--- src/rtl/dac_frame_player.sv ---
// dac_frame_player
// Ping-pong sample store feeding a serial DAC. The upstream stream fills the
// bank not selected by SEL. Each falling edge of i640 plays the word at ADR
// from the SEL bank, shifted MSB first on dac_din framed by dac_sync_n.
module dac_frame_player #(
    parameter int DW       = 12,
    parameter int DEPTH    = 81,
    parameter int AW       = 7,
    parameter int SCLK_DIV = 2
) (
    input  logic          clk,
    input  logic          reset,
    input  logic          i640,
    input  logic [AW-1:0] ADR,
    input  logic          SEL,
    input  logic          wr_en,
    input  logic [DW-1:0] wr_data,
    output logic          wr_full,
    output logic          dac_sclk,
    output logic          dac_din,
    output logic          dac_sync_n,
    output logic          busy,
    output logic          err_overrun,
    output logic          err_underrun
);

    localparam logic [1:0] S_IDLE  = 2'd0;
    localparam logic [1:0] S_FETCH = 2'd1;
    localparam logic [1:0] S_SHIFT = 2'd2;
    localparam logic [1:0] S_DONE  = 2'd3;

    localparam int BW = $clog2(DW);
    localparam int CW = $clog2(SCLK_DIV + 1);

    localparam logic [AW-1:0] FULL_PTR = AW'(DEPTH);
    localparam logic [BW-1:0] LAST_BIT = BW'(DW - 1);
    localparam logic [CW-1:0] LAST_DIV = CW'(SCLK_DIV - 1);

    // bank index is the first dimension, i.e. the MSB of the flat address
    logic [DW-1:0] mem [0:1][0:DEPTH-1];

    logic [AW-1:0] wr_ptr;
    logic          sel_d;
    logic          i640_d;
    logic [1:0]    state;
    logic [BW-1:0] bit_cnt;
    logic [CW-1:0] div_cnt;

    logic          adr_ok;
    logic [AW-1:0] rd_idx;
    logic          fall;
    logic          swap;
    logic          wr_accept;

    logic          adr_ok_p0;
    logic [DW-1:0] rd_data_p1;
    logic [DW-1:0] sreg;

    assign fall      = i640_d & ~i640;
    assign swap      = (SEL != sel_d);
    assign wr_accept = wr_en && (wr_ptr != FULL_PTR);
    assign adr_ok    = (ADR < FULL_PTR);
    // out-of-range addresses read a legal word; FETCH replaces it with zero
    assign rd_idx    = adr_ok ? ADR : '0;

    // data is only meaningful inside a frame, so gate it with the frame strobe
    assign dac_din   = ~dac_sync_n & sreg[DW-1];

    // Sample RAM: write port into bank ~SEL, read port from bank SEL on a frame start
    always_ff @(posedge clk) begin
        if (!reset) begin
            if (swap) begin
                if (wr_en) begin
                    mem[~SEL][0] <= wr_data;
                end
            end else if (wr_accept) begin
                mem[~SEL][wr_ptr] <= wr_data;
            end
        end
        if (state == S_IDLE && fall) begin
            rd_data_p1 <= mem[SEL][rd_idx];
        end
    end

    // Write pointer, full flag and underrun detection on bank swap
    always_ff @(posedge clk) begin
        if (reset) begin
            wr_ptr       <= '0;
            sel_d        <= 1'b0;
            wr_full      <= 1'b0;
            err_underrun <= 1'b0;
        end else begin
            sel_d        <= SEL;
            err_underrun <= 1'b0;
            if (swap) begin
                err_underrun <= (wr_ptr != FULL_PTR);
                wr_ptr       <= wr_en ? AW'(1) : '0;
                wr_full      <= wr_en && (FULL_PTR == AW'(1));
            end else if (wr_accept) begin
                wr_ptr  <= wr_ptr + AW'(1);
                wr_full <= ((wr_ptr + AW'(1)) == FULL_PTR);
            end
        end
    end

    // Frame sequencer: fetch, serialise DW bits on sclk, then close the frame
    always_ff @(posedge clk) begin
        if (reset) begin
            state       <= S_IDLE;
            i640_d      <= 1'b1;
            busy        <= 1'b0;
            dac_sync_n  <= 1'b1;
            dac_sclk    <= 1'b0;
            err_overrun <= 1'b0;
            bit_cnt     <= '0;
            div_cnt     <= '0;
        end else begin
            i640_d      <= i640;
            err_overrun <= fall & busy;
            case (state)
                S_IDLE: begin
                    if (fall) begin
                        busy  <= 1'b1;
                        state <= S_FETCH;
                    end
                end
                S_FETCH: begin
                    dac_sync_n <= 1'b0;
                    dac_sclk   <= 1'b0;
                    bit_cnt    <= '0;
                    div_cnt    <= '0;
                    state      <= S_SHIFT;
                end
                S_SHIFT: begin
                    if (div_cnt == LAST_DIV) begin
                        div_cnt <= '0;
                        if (!dac_sclk) begin
                            dac_sclk <= 1'b1;
                            // the last high half-period is closed out by DONE
                            if (bit_cnt == LAST_BIT) begin
                                state <= S_DONE;
                            end
                        end else begin
                            dac_sclk <= 1'b0;
                            bit_cnt  <= bit_cnt + BW'(1);
                        end
                    end else begin
                        div_cnt <= div_cnt + CW'(1);
                    end
                end
                S_DONE: begin
                    if (div_cnt == LAST_DIV) begin
                        div_cnt    <= '0;
                        dac_sclk   <= 1'b0;
                        dac_sync_n <= 1'b1;
                        busy       <= 1'b0;
                        state      <= S_IDLE;
                    end else begin
                        div_cnt <= div_cnt + CW'(1);
                    end
                end
                default: state <= S_IDLE;
            endcase
        end
    end

    // Shift datapath: capture address range, load read data, shift on sclk fall
    always_ff @(posedge clk) begin
        if (state == S_IDLE && fall) begin
            adr_ok_p0 <= adr_ok;
        end
        if (state == S_FETCH) begin
            sreg <= adr_ok_p0 ? rd_data_p1 : '0;
        end else if (state == S_SHIFT && div_cnt == LAST_DIV && dac_sclk) begin
            sreg <= sreg << 1;
        end
    end

endmodule

--- config.mk ---
export PLATFORM = sky130hd
export DESIGN_NAME = dac_frame_player
export DESIGN_NICKNAME = d
export VERILOG_FILES = /design/src/rtl/dac_frame_player.sv
export SDC_FILE = /design/constraint.sdc
export NUM_CORES = 2
export LEC_CHECK = 0
export CAP_MARGIN = 15
export CORE_ASPECT_RATIO = 1.4
export CORE_UTILIZATION = 55
export DETAILED_ROUTE_END_ITERATION = 6
export PLACE_DENSITY = 0.71
export SKIP_LAST_GASP = 1
export SLEW_MARGIN = 25
export SYNTH_ARGS = -nofsm -noshare
export SYNTH_HDL_FRONTEND = slang
export SYNTH_SLANG_ARGS = --single-unit
--- constraint.sdc ---
create_clock -name clk -period 4.5 [get_ports clk]
set_input_delay 0.9 -clock clk [delete_from_list [all_inputs] [get_ports clk]]
set_output_delay 0.9 -clock clk [all_outputs]
set_load 0.05 [all_outputs]
== After elaboration in Yosys (flattened, before gate mapping) ==
Memory sizes are Yosys's and may differ from the RTL's.
Cells that the tools add are included.

* Eq/ne operators: 14
* Magnitude comparators: 4
* Reduce and logical (&&, ||, !) cells: 21
* $add $sub $neg: 3
* Mux-type cells: 51
* Bitwise logic cells: 21

{| class="wikitable"
|+ Operators with widths
! operator !! count
|-
| 972-bit two-way mux || 1
|-
| 12-bit binary-select mux with 7-bit select || 1
|-
| 12-bit demux with 7-bit select || 1
|-
| 12-bit two-way mux || 6
|-
| 1-bit two-way mux || 25
|-
| 7-bit two-way mux || 3
|-
| 8-bit greater-or-equal comparator, second input constant || 2
|-
| 7-bit NOT with 8-bit output || 2
|-
| 2-bit two-way mux || 6
|-
| 2-bit != test, second input constant || 6
|-
| 1-bit bitwise OR || 12
|-
| 2-bit nonzero test || 6
|-
| 3-bit AND reduction || 3
|-
| 8-bit by 1-bit less-than comparator with 1-bit output, second input constant || 1
|-
| 4-bit two-way mux || 2
|-
| 2-bit one-hot mux with 4 select lines || 1
|-
| 4-bit one-hot mux with 2 select lines || 1
|-
| 7-bit by 1-bit adder with 7-bit output, second input constant || 1
|-
| 7-bit equality test, second input constant || 1
|-
| 7-bit less-than comparator, second input constant || 1
|-
| 7-bit != test, second input constant || 1
|-
| 2-bit OR reduction || 3
|-
| 1-bit logical AND || 5
|-
| 5-bit AND reduction || 1
|-
| 14 further kinds || 22
|}

* Memories: 1
* Memory bits (writable): 1,944
* Logic and storage cells: 130
* Bits of input ports: 24
* Bits in registers: 48

{| class="wikitable"
|+ Memories
! memory !! words !! width !! read ports !! clocked after Yosys merged registers in !! write ports !! line !! source
|-
| mem || 2 || 972 || 1 || 0 || 1 || 40 || <nowiki>logic [DW-1:0] mem [0:1][0:DEPTH-1];</nowiki>
|}

== Longest topological paths before layout ==
* Word-level depth: 7
* Gate-level depth with buffers: 14
* Depth with buffers taken out: 8

== Worst setup path before layout ==
No wires, ideal clock.

* Path type: input -> register
* Start point: input port SEL
* End point: memory mem[0][264] in the netlist's numbering (enable)
* Stages: 9
* Required time: 4.120 ns
* Slack: 1.031 ns
* Library setup time: 0.380 ns
* Arrival time: 3.089 ns
* Cell sequence: buf_4 buf_4 buf_4 buf_4 buf_4 buf_2 buf_2 nand3_1 nor2_1

* Longest elaborated chain between the ends: 4
* Elaborated cells between the ends (all ways): 5
* Classes of those cells: 1 x eq/ne; 3 x mux; 1 x bitwise

{| class="wikitable"
|+ Ends and longest elaborated chain
! item !! line !! source
|-
| from (decl) || 15 || <nowiki>input logic SEL,</nowiki>
|-
| 1-bit != test || 60 || <nowiki>assign swap = (SEL != sel_d);</nowiki>
|-
| 1-bit two-way mux || 72 || <nowiki>if (swap) begin</nowiki>
|-
| 1-bit two-way mux || 71 || <nowiki>if (!reset) begin</nowiki>
|-
| 972-bit two-way mux (not written as such) || 77 || <nowiki>mem[~SEL][wr_ptr] <= wr_data;</nowiki>
|-
| to (decl) || 40 ||
|}

Parallel ways exist; a longest one is shown, timed or not.

== Worst setup path in the final report ==
* Start point: input port ADR[5]
* End point: register rd_data_p1[3], data pin

* Longest elaborated chain between the ends: 6

{| class="wikitable"
|+ Ends and longest elaborated chain
! item !! line !! source
|-
| from (decl) || 14 || <nowiki>input logic [AW-1:0] ADR,</nowiki>
|-
| 7-bit less-than comparator || 62 || <nowiki>assign adr_ok = (ADR < FULL_PTR);</nowiki>
|-
| 7-bit two-way mux (*) || 64 || <nowiki>assign rd_idx = adr_ok ? ADR : '0;</nowiki>
|-
| 7-bit NOT with 8-bit output (not written as such) (*) || 81 || <nowiki>rd_data_p1 <= mem[SEL][rd_idx];</nowiki>
|-
| 12-bit binary-select mux with 7-bit select (*) || 81 ||
|-
| 12-bit two-way mux (not written as such) (*) (2 in a row) || 81 ||
|-
| to (signal assigned) || 81 ||
|-
| to (decl) || 56 || <nowiki>logic [DW-1:0] rd_data_p1;</nowiki>
|}

Mark *: on every way between the ends. The rest lies on a longest branch, timed or not. The select of a mux whose other input is x is not followed.
A chain may end at the register's enable or synchronous reset.

==> flow_metrics.py <==
metrics = {
    "hold_path": {
        "worst_hold_path_type": "reg2reg",
    },
    "detailed_routing": {
        "final_antenna_net_count": 0,
        "wl_per_cell_um": 34.9,
        "vias": 45700,
        "routed_via_density": 6.69,
        "drc": 0,
        "drt_wl_total_mm": 239,
        "drt-pass1-iter-count": 7,
        "drt-initial-drc-count": 6141,
    },
    "layout": {
        "fill_cells": 9749,
        "final_cell_mix": "edfxtp_1 (1,969), nand2_1 (480), buf_4 (448)",
        "layout.cells.non_filler": 6843,
        "design_area_um2": 89800,
        "fin_nets": 4835,
        "drive_gt1_share_pct": 23.0,
        "final_common_cell": "edfxtp_1",
        "area_delta_synth_final_pct": 14.6,
    },
    "placement": {
        "dp_hpwl_mm": 156,
        "gp_congestion": 1.01,
        "numPlacedInstances": 6520,
        "io_buffers": 30,
        "dpl_cell_area_um2": 84200,
    },
    "pwr": {
        "p_leak_nw": 29.2,
        "max-vdd-ir-drop_uv": 344,
        "power_density_nw_per_um2": 428,
    },
    "clock_tree": {
        "clock_path_buffers": 3,
        "h-tree-depth": 4,
        "cts-root-buf": "clkbuf_16",
        "ctsResizeCount": 0,
        "ctsHoldBuffers": 0,
        "clk_latency_ns": 0.84,
        "cts_made_buffers": 178,
        "cts_tree": "built",
        "clk_pin_slew_ns": 0.07,
        "cts_sinks": 1992,
        "cts_setup_buffers": 0,
    },
    "synthesis": {
        "synthDistinctLibCells": 77,
        "synth-main-ff-cell": "edfxtp_1",
        "syn_area_um2": 78400,
        "synth_area_leader_cell": "edfxtp_1",
        "syn_area_per_cell_um2": 18.0,
        "ys_warn_count": 0,
        "yosys.area.top_type_share_pct": 75.4,
        "synth_edf_count": 1969,
        "syn_nets": 4390,
        "ys_seq_area_share_pct": 76.0,
        "synthArstFlopShare_pct": 0,
        "ys_top_cells_by_area": "edfxtp_1 (75%), mux4_2 (9.1%), nand2_1 (2.3%), mux2i_1 (1.9%), nor2_1 (1.1%)",
        "netlist_instances": 4358,
        "ys_seq_elements": 1992,
    },
    "sta": {
        "final_max_slew_viol_count": 0,
        "skew_ns": 0.0265,
        "relSlewSlack_pct": 22.8,
        "tns_ns": 0,
        "setup_viol": 0,
        "worst_pin_slew_ns": 1.16,
        "layout_min_cycle_time_ns": 4.17,
        "rsz0062_at_grt": "no",
        "holdWs_ns": 0.484,
        "fmax_mhz": 240,
        "hold_viol": 0,
        "finalCritPeriodShare_pct": 92.7,
    },
    "run_status": {
        "status": "completed",
    },
    "global_routing": {
        "grt_pass1_vias": 44700,
        "track_usage_pct": 33.5,
        "grt_pass1_wl_mm": 335,
        "antenna_found_initial": 11,
        "grt_max_degree": 125,
        "grt_remaining_overflow": 0,
    },
    "floorplanning": {
        "die_y_um": 449,
        "die_w_um": 321,
        "io_pins": 31,
        "rows": 163,
        "start_util_pct": 55.5,
        "dieArea_um2": 144000,
        "core_area_um2": 141000,
    },
    "worst_setup_path": {
        "worstPathRequired_ns": 5.05,
        "worst-setup-path-type": "in2reg",
        "end_kind": "register",
        "start_kind": "input port",
        "cp_max_fo": 51,
        "cp.arrival_ns": 4.72,
    },
    "job": {
        "maxCapViolCount": 0,
    },
}
[through the flow]
step / power, mW / util [%] / worst slack [ns]
5_1_grt: 39.2 / 63.6 / 0.398
4_1_cts: 38.4 / 63.6 / 0.442
6_report: 38.4 / 63.6 / 0.329
3_5_place_dp: 23.8 / 59.7 / -0.409
2_1_floorplan: 22.3 / - / 1.03
3_3_place_gp: 23.8 / 59.7 / -0.794
[state kept, by name, summed over array words and instances, names as in the netlist, 2 cells and up]
signal	count
mem	1944
rd_data_p1	12
sreg	12
wr_ptr	7
bit_cnt	4
div_cnt	2
state	2
[Yosys cell counts, drive strengths merged, types with 48 or more instances]
library cell	n
clkbuf	87
buf	177
nand2	484
nor2	225
a31oi	62
o21ai	81
nand3	122
mux2i	149
and3	48
edfxtp	1969
mux4	316
a211oi	55
a21oi	102
[layer usage]
| metal | GRT usage [%] | part of all wire (%) | vias up |
|---|---|---|---|
| met5 | 0 | 0.030 | - |
| met4 | 23.9 | 8.8 | 12 |
| met3 | 6.65 | 10 | 801 |
| met2 | 52.9 | 47 | 3146 |
| met1 | 41.4 | 34 | 23400 |
| li1 | - | - | 18400 |
[worst paths after layout]
check,from,endpoint,slack [ns],cells after the start
min,div_cnt[1],div_cnt[1],0.48,1
min reg2reg,div_cnt[1],div_cnt[1],0.48,1
max,ADR[5],rd_data_p1[3],0.33,11
max reg2reg,wr_ptr[5],mem[0][875],0.62,9
[kinds of logic after synthesis]
group / after synthesis / synth area share [%]
xor+xnor: 6 / 0.0670
compound gates: 532 / 4.62
buf+inv: 290 / 2.00
simple gates: 1043 / 5.87
fa+ha+maj: 8 / 0.128
mux: 487 / 11.3
flops: 1992 / 76.0
[worst max-delay path, cell delays in order]
cell and delay [ns]:
clkdlybuf4s50_1 0.63, o21a_1 0.38, nor2_8 0.17, buf_12 0.19
buf_12 0.29, mux4_2 0.39, and2_0 0.19, o311ai_1 0.84
nand4_1 0.24, o311ai_1 0.26, a32oi_1 0.19
[layout make-up]
type | instances | area (µm²) | share of cell area (%)
well taps | 1897 | 2370 | 2.64
repair buffers | 529 | 4810 | 5.36
multi-input cells | 2076 | 17300 | 19.3
diodes | 6 | 15.0 | 0.0167
flip-flops and latches | 1992 | 59600 | 66.4
clock inverters | 103 | 955 | 1.06
clock buffers | 214 | 4630 | 5.16
inverters | 26 | 97.6 | 0.109
[power breakdown]
part	internal [mW]	switching (mW)	total, mW
Combinational	0.953	1.97	2.92
Sequential	20.5	0.0526	20.6
Clock	8.21	6.71	14.9
Power figures use the tool's default switching activity.
